`src/rtl/utopia_pkg.sv`:
```
// Shared constants and types for the Utopia level 1 PHY Rx-side transmitter.
package utopia_pkg;

  localparam int CELL_BYTES = 53;

  // Byte position within a cell, 0..52.
  typedef logic [5:0] byte_idx_t;

  localparam byte_idx_t LAST_IDX = byte_idx_t'(CELL_BYTES - 1);

  // Read-side transfer state toward the ATM layer.
  typedef enum logic [1:0] {
    ST_IDLE,
    ST_SEND,
    ST_DONE
  } rd_state_e;

endpackage

```
`src/rtl/utopia_cell_ram.sv`:
```
// Cell buffer: DEPTH whole cells of 53 bytes, one write port, one registered read port.
module utopia_cell_ram
  import utopia_pkg::*;
#(
  parameter int DEPTH  = 2,
  parameter int ADDR_W = $clog2(DEPTH * CELL_BYTES)
) (
  input  logic              clk,
  input  logic              reset,
  input  logic              wr_en,
  input  logic [ADDR_W-1:0] wr_addr,
  input  logic [7:0]        wr_data,
  input  logic              rd_en,
  input  logic [ADDR_W-1:0] rd_addr,
  output logic [7:0]        rd_data
);

  logic [7:0] mem [DEPTH * CELL_BYTES];
  logic [7:0] rd_data_q, rd_data_d;

  // Byte storage write port.
  // NOTE: the storage array is deliberately not reset; only the read register is.
  always_ff @(posedge clk) begin
    if (wr_en) mem[wr_addr] <= wr_data;
  end

  // Read register loads only when a new byte is launched, so a paused transfer holds its byte.
  always_comb begin
    rd_data_d = rd_data_q;
    if (rd_en) rd_data_d = mem[rd_addr];
  end

  // Output register doubles as the Utopia data line.
  always_ff @(posedge clk) begin
    if (reset) rd_data_q <= 8'h00;
    else       rd_data_q <= rd_data_d;
  end

  assign rd_data = rd_data_q;

endmodule

```
`src/rtl/utopia1_phy_rx_tx.sv`:
```
// PHY-side Utopia level 1 Rx transmitter: buffers whole cells, sends them under en.
module utopia1_phy_rx_tx
  import utopia_pkg::*;
#(
  parameter int DEPTH = 2,
  parameter int CNT_W = 16
) (
  input  logic             clk,
  input  logic             reset,
  input  logic [7:0]       in_data,
  input  logic             in_soc,
  input  logic             in_valid,
  output logic             in_ready,
  output logic [7:0]       data,
  output logic             soc,
  input  logic             en,
  output logic             clav,
  output logic [CNT_W-1:0] drop_cnt
);

  localparam int PTR_W  = (DEPTH > 1) ? $clog2(DEPTH) : 1;
  localparam int OCC_W  = $clog2(DEPTH + 1);
  localparam int ADDR_W = $clog2(DEPTH * CELL_BYTES);
  localparam logic [PTR_W-1:0] LAST_SLOT = PTR_W'(DEPTH - 1);
  localparam logic [OCC_W-1:0] FULL_OCC  = OCC_W'(DEPTH);

  function automatic logic [PTR_W-1:0] next_slot(input logic [PTR_W-1:0] p);
    return (p == LAST_SLOT) ? '0 : p + PTR_W'(1);
  endfunction

  function automatic logic [ADDR_W-1:0] slot_addr(input logic [PTR_W-1:0] slot,
                                                  input byte_idx_t idx);
    return ADDR_W'(slot) * ADDR_W'(CELL_BYTES) + ADDR_W'(idx);
  endfunction

  byte_idx_t         wr_idx_q, wr_idx_d, rd_idx_q, rd_idx_d;
  logic              wr_active_q, wr_active_d;
  logic [PTR_W-1:0]  wr_ptr_q, wr_ptr_d, rd_ptr_q, rd_ptr_d;
  rd_state_e         state_q, state_d;
  logic [OCC_W-1:0]  occ_q, occ_d;
  logic [CNT_W-1:0]  drop_cnt_q, drop_cnt_d;
  logic              soc_q, soc_d, clav_q, clav_d, in_ready_q, in_ready_d;
  logic              wr_en, rd_en, commit, free;
  logic [ADDR_W-1:0] wr_addr, rd_addr;

  // Write side: cell framing on in_soc, runt detection, commit after byte 53.
  // NOTE: every signal gets a default first so no path leaves it unassigned (no latch).
  always_comb begin
    wr_idx_d    = wr_idx_q;
    wr_active_d = wr_active_q;
    wr_ptr_d    = wr_ptr_q;
    drop_cnt_d  = drop_cnt_q;
    wr_en       = 1'b0;
    wr_addr     = slot_addr(wr_ptr_q, wr_idx_q);
    commit      = 1'b0;
    if (in_valid && in_ready_q) begin
      if (in_soc) begin
        // A new start while a cell is open abandons the partial cell.
        if (wr_active_q && drop_cnt_q != '1) drop_cnt_d = drop_cnt_q + CNT_W'(1);
        wr_en       = 1'b1;
        wr_addr     = slot_addr(wr_ptr_q, '0);
        wr_idx_d    = byte_idx_t'(1);
        wr_active_d = 1'b1;
      end else if (wr_active_q) begin
        wr_en = 1'b1;
        if (wr_idx_q == LAST_IDX) begin
          commit      = 1'b1;
          wr_active_d = 1'b0;
          wr_idx_d    = '0;
          wr_ptr_d    = next_slot(wr_ptr_q);
        end else begin
          wr_idx_d = wr_idx_q + byte_idx_t'(1);
        end
      end
    end
  end

  // Read FSM: launch byte 1 with soc, step on en low, hold on en high, free slot in DONE.
  always_comb begin
    state_d  = state_q;
    rd_idx_d = rd_idx_q;
    rd_ptr_d = rd_ptr_q;
    soc_d    = 1'b0;
    rd_en    = 1'b0;
    rd_addr  = slot_addr(rd_ptr_q, rd_idx_q);
    free     = 1'b0;
    case (state_q)
      ST_IDLE: begin
        if (!en && occ_q != '0) begin
          rd_en    = 1'b1;
          rd_addr  = slot_addr(rd_ptr_q, '0);
          soc_d    = 1'b1;
          rd_idx_d = byte_idx_t'(1);
          state_d  = ST_SEND;
        end
      end
      ST_SEND: begin
        if (!en) begin
          rd_en = 1'b1;
          if (rd_idx_q == LAST_IDX) begin
            rd_idx_d = '0;
            state_d  = ST_DONE;
          end else begin
            rd_idx_d = rd_idx_q + byte_idx_t'(1);
          end
        end
      end
      ST_DONE: begin
        free     = 1'b1;
        rd_ptr_d = next_slot(rd_ptr_q);
        state_d  = ST_IDLE;
        // Back-to-back: the next committed cell starts on the same edge the slot frees.
        if (!en && occ_q > OCC_W'(1)) begin
          rd_en    = 1'b1;
          rd_addr  = slot_addr(next_slot(rd_ptr_q), '0);
          soc_d    = 1'b1;
          rd_idx_d = byte_idx_t'(1);
          state_d  = ST_SEND;
        end
      end
      default: state_d = ST_IDLE;
    endcase
  end

  // Occupancy and the registered flow-control outputs derived from it.
  always_comb begin
    occ_d      = occ_q + OCC_W'(commit) - OCC_W'(free);
    in_ready_d = (occ_d < FULL_OCC);
    // A cell in DONE has been fully sent and no longer counts as available.
    if (state_d == ST_DONE) clav_d = (occ_d > OCC_W'(1));
    else                    clav_d = (occ_d != '0);
  end

  // State registers with synchronous reset.
  // NOTE: sequential state uses non-blocking assignments so all flops update together.
  always_ff @(posedge clk) begin
    if (reset) begin
      wr_idx_q    <= '0;
      wr_active_q <= 1'b0;
      wr_ptr_q    <= '0;
      rd_idx_q    <= '0;
      rd_ptr_q    <= '0;
      state_q     <= ST_IDLE;
      occ_q       <= '0;
      drop_cnt_q  <= '0;
      soc_q       <= 1'b0;
      clav_q      <= 1'b0;
      in_ready_q  <= 1'b1;
    end else begin
      wr_idx_q    <= wr_idx_d;
      wr_active_q <= wr_active_d;
      wr_ptr_q    <= wr_ptr_d;
      rd_idx_q    <= rd_idx_d;
      rd_ptr_q    <= rd_ptr_d;
      state_q     <= state_d;
      occ_q       <= occ_d;
      drop_cnt_q  <= drop_cnt_d;
      soc_q       <= soc_d;
      clav_q      <= clav_d;
      in_ready_q  <= in_ready_d;
    end
  end

  utopia_cell_ram #(
    .DEPTH (DEPTH),
    .ADDR_W(ADDR_W)
  ) u_ram (
    .clk    (clk),
    .reset  (reset),
    .wr_en  (wr_en),
    .wr_addr(wr_addr),
    .wr_data(in_data),
    .rd_en  (rd_en),
    .rd_addr(rd_addr),
    .rd_data(data)
  );

  assign soc      = soc_q;
  assign clav     = clav_q;
  assign in_ready = in_ready_q;
  assign drop_cnt = drop_cnt_q;

endmodule
```
`config.mk`:
```
export PLATFORM = sky130hd
export DESIGN_NAME = utopia1_phy_rx_tx
export DESIGN_NICKNAME = d
export VERILOG_FILES = /design/src/rtl/utopia_pkg.sv /design/src/rtl/utopia_cell_ram.sv /design/src/rtl/utopia1_phy_rx_tx.sv
export SDC_FILE = /design/constraint.sdc
export NUM_CORES = 1
export LEC_CHECK = 0
export ABC_AREA = 1
export BUFFER_PORTS_ARGS = -buffer_cell sky130_fd_sc_hd__buf_2
export CAP_MARGIN = 20
export CORE_ASPECT_RATIO = 0.8
export CORE_MARGIN = 5
export CORE_UTILIZATION = 25
export CTS_CLUSTER_DIAMETER = 50
export DETAILED_ROUTE_END_ITERATION = 10
export GPL_TIMING_DRIVEN = 0
export PLACE_DENSITY = 0.4
export SYNTH_ARGS = -nofsm -noshare
export SYNTH_HDL_FRONTEND = slang
export SYNTH_SLANG_ARGS = --single-unit
```
`constraint.sdc`:
```
create_clock -name clk -period 4.3 [get_ports clk]
set_clock_uncertainty 0.05 [all_clocks]
set_input_delay 0.215 -clock clk [delete_from_list [all_inputs] [get_ports clk]]
set_output_delay 0.215 -clock clk [all_outputs]
set_load 0.1 [all_outputs]
```
==> flow_summary.json <==
{
  "status": "completed",
  "routed.top_layer": "met4",
  "cp.depth": 16,
  "place.gp.congestion": 0.884,
  "cellPowerDensity_nw_per_um2": 435,
  "drive_above_1_share_pct": 10.1,
  "place_inst": 5769,
  "hold_violations": 0,
  "path_cells": "ha_1, inv_1, nand2_1, nand3_1, nand2_1, buf_2, clkbuf_1, nand3_1, nand3_1, nand3_1, nand3_1, nand3_1, nand3_1, nand3_1, nand2_1, a21oi_1",
  "regToRegEndpoint": "u_ram.rd_data[0]",
  "layout_common_cells": "edfxtp_1, nand2_1, nand3_1",
  "synth_top_cell_area_share_pct": 65.1,
  "cpLargestDelayFamily": "simple AND/OR/NAND/NOR gates",
  "area_growth_pct": 19.8,
  "met3_length_um": 14100,
  "slew_headroom_pct": 17.2,
  "grt_use_total_pct": 18.1,
  "crit_buf_inv": 3,
  "cp.required_ns": 4.87,
  "cp_slowest_cell": "clkbuf_1",
  "rrSetupSlack_ns": 0.14,
  "startpoint_type": "flop",
  "htreeDepth": 3,
  "cts_root_buffer": "clkbuf_16",
  "first_pass_iters": 6,
  "ys_warn_count": 0,
  "placed_area_um2": 42400,
  "hpwl_um": 108000,
  "port_buffers": 38,
  "max-cap-violations": 0,
  "drtIter0Drc": 3267,
  "fin_crit_sh_pct": 96.7,
  "slowest_delay_ns": 0.79,
  "grt_max_degree": 74,
  "insertion_delay_ns": 0.74,
  "crit_path_end": "u_ram.rd_data[0]",
  "synthArstFlopShare_pct": 0,
  "netlist_instances": 3606,
  "criticalPathCategory": "reg -> reg",
  "fin_area_um2": 46800,
  "fin_nets": 3845,
  "layout_commonest_cell": "edfxtp_1",
  "antenna_found_initial": 8,
  "ios": 40,
  "syn_nets": 3636,
  "wl_met1_um": 73600,
  "vdd_drop_max_uv": 281,
  "hold_depth": 5,
  "coreArea_um2": 155000,
  "cp_data_arrival_time_ns": 4.72,
  "avgSynthCellArea_um2": 10.8,
  "route.vias.total": 28100,
  "worst_pin_slew_ns": 1.24,
  "num_rows": 129,
  "die_h_um": 364,
  "timing.critical_path.from": "rd_ptr_q",
  "drt-vias-per-instance": 4.67,
  "clock_sinks": 894,
  "drc_errors": 0,
  "total_power_w": 0.0203,
  "finalWirelength_um": 152000,
  "fin_crit_ns": 4.16,
  "grt_pass1_wl_um": 210000,
  "yosys-top-cells-area": "edfxtp_1, nand3_1, nand2_1, inv_1, nand3b_1",
  "synth_edf_count": 848,
  "final-setup-viol-count": 0,
  "numCtsBuffers": 117,
  "cp_common_cell": "nand3_1",
  "cp_max_fo": 10,
  "yosys_register_bits": 894,
  "finalNonFillerCells": 6015,
  "fmax_mhz": 241,
  "hp-class": "in -> reg",
  "met2_length_um": 61100,
  "dieArea_um2": 164000,
  "rsz0062_at_grt": "false",
  "r2r_cells": 16,
  "syn_area_um2": 39100,
  "synth.distinct_cells": 41,
  "overflow": 0,
  "p_leak_nw": 17.9,
  "setup_tns_ns": 0,
  "first_global_vias": 26300,
  "ant_nets": 0,
  "r2r-start": "rd_ptr_q",
  "cts_buffer_depth": 3,
  "cts_tree": "done",
  "yosysTopAreaCell": "edfxtp_1",
  "start_util_pct": 25.2,
  "synth-main-ff-cell": "edfxtp_1",
  "wl_per_cell_um": 25.3,
  "cp-end-kind": "flop",
  "slew_violations": 0,
  "clk_pin_slew_worst_paths_ns": 0.06,
  "die_x_um": 452,
  "ys_seq_area_share_pct": 67.5
}
metrics by stage:
stage,hold slack (ns),setup WS [ns],util (%)
floorplan,0.264,1.23,-
global placement,0.424,-0.114,27.0
detailed placement,0.429,0.0775,27.3
CTS,0.307,0.0339,30.1
global route,0.367,0.00765,30.2
finish,0.362,0.143,30.2
final cells by class:
| type | instances | area (um^2) |
|---|---|---|
| multi-input combinational | 2047 | 10000 |
| buffer | 213 | 997 |
| clock inverter | 82 | 1020 |
| antenna | 2 | 5.00 |
| tap | 2096 | 2620 |
| fill | 16100 | 108000 |
| timing repair buffer | 90 | 940 |
| inverter | 452 | 1700 |
| sequential | 894 | 26400 |
| clock buffer | 139 | 3130 |
routing by layer:
metal	track usage, %	vias up
li1	-	12800
met1	27.4	14000
met2	25.4	1067
met3	5.07	194
met4	3.92	0
met5	0	-
cell usage after synthesis (4+ instances only):
cell,instances
a21oi_1,49
nand2_1,789
o211ai_1,112
nor4_1,5
clkbuf_1,94
or2_0,4
nand3_1,649
ha_1,17
nor3_1,10
nand3b_1,171
nor2_1,167
buf_2,82
xor2_1,4
buf_1,17
dfxtp_1,46
buf_4,15
inv_1,445
buf_6,5
a21o_1,5
inv_2,7
edfxtp_1,848
o21ai_0,33
registers in the layout (all words and copies together) (netlist names):
| name | count |
|---|---|
| in_ready | 1 |
| rd_idx_q | 6 |
| wr_idx_q | 6 |
| soc | 1 |
| u_ram.rd_data | 8 |
| state_q | 2 |
| wr_active_q | 1 |
| u_ram.mem | 848 |
| clav | 1 |
| drop_cnt | 16 |
| wr_ptr_q | 1 |
| occ_q | 2 |
| rd_ptr_q | 1 |
tightest hold or removal path, cell delays in order:
cell	delay, ns
dlygate4sd3_1	0.52
buf_2	0.13
nor2_1	0.07
nand2_1	0.11
nor2_1	0.05
cell families after synthesis:
group	Yosys count	synth area share, %
and+or+nand+nor	1808	21.3
buffers and inverters	665	6.89
xor gates and xnor gates	5	0.112
AOI/OAI and AO/OA	217	3.69
DFF	894	67.5
adders and majority gates	17	0.544
what timing repair did:
action / in CTS / in global routing
hold buffers: 12 / 0
resized for setup: 0 / 2
endpoints found under the setup margin: 0 / 1
endpoints found under the hold margin: 376 / 0
buffers inserted: 0 / 0
worst min-delay path by stage:
stage | from | endpoint | slack, ns
finish | en | state_q[1] | 0.36
floorplan | in_data[0] | u_ram.mem[0][0] | 0.26
global placement | wr_active_q | wr_active_q | 0.42
global route | en | state_q[1] | 0.37
CTS | en | state_q[1] | 0.31
detailed placement | rd_idx_q[5] | rd_idx_q[5] | 0.43
where the power goes:
group          switching, W  internal, W  total, W
logic              0.000239    0.0000562  0.000295
registers        0.00000339      0.00953   0.00953
clock network       0.00411      0.00642    0.0105
total               0.00435       0.0160    0.0203
Note: power is estimated with default switching activity, not from simulation.
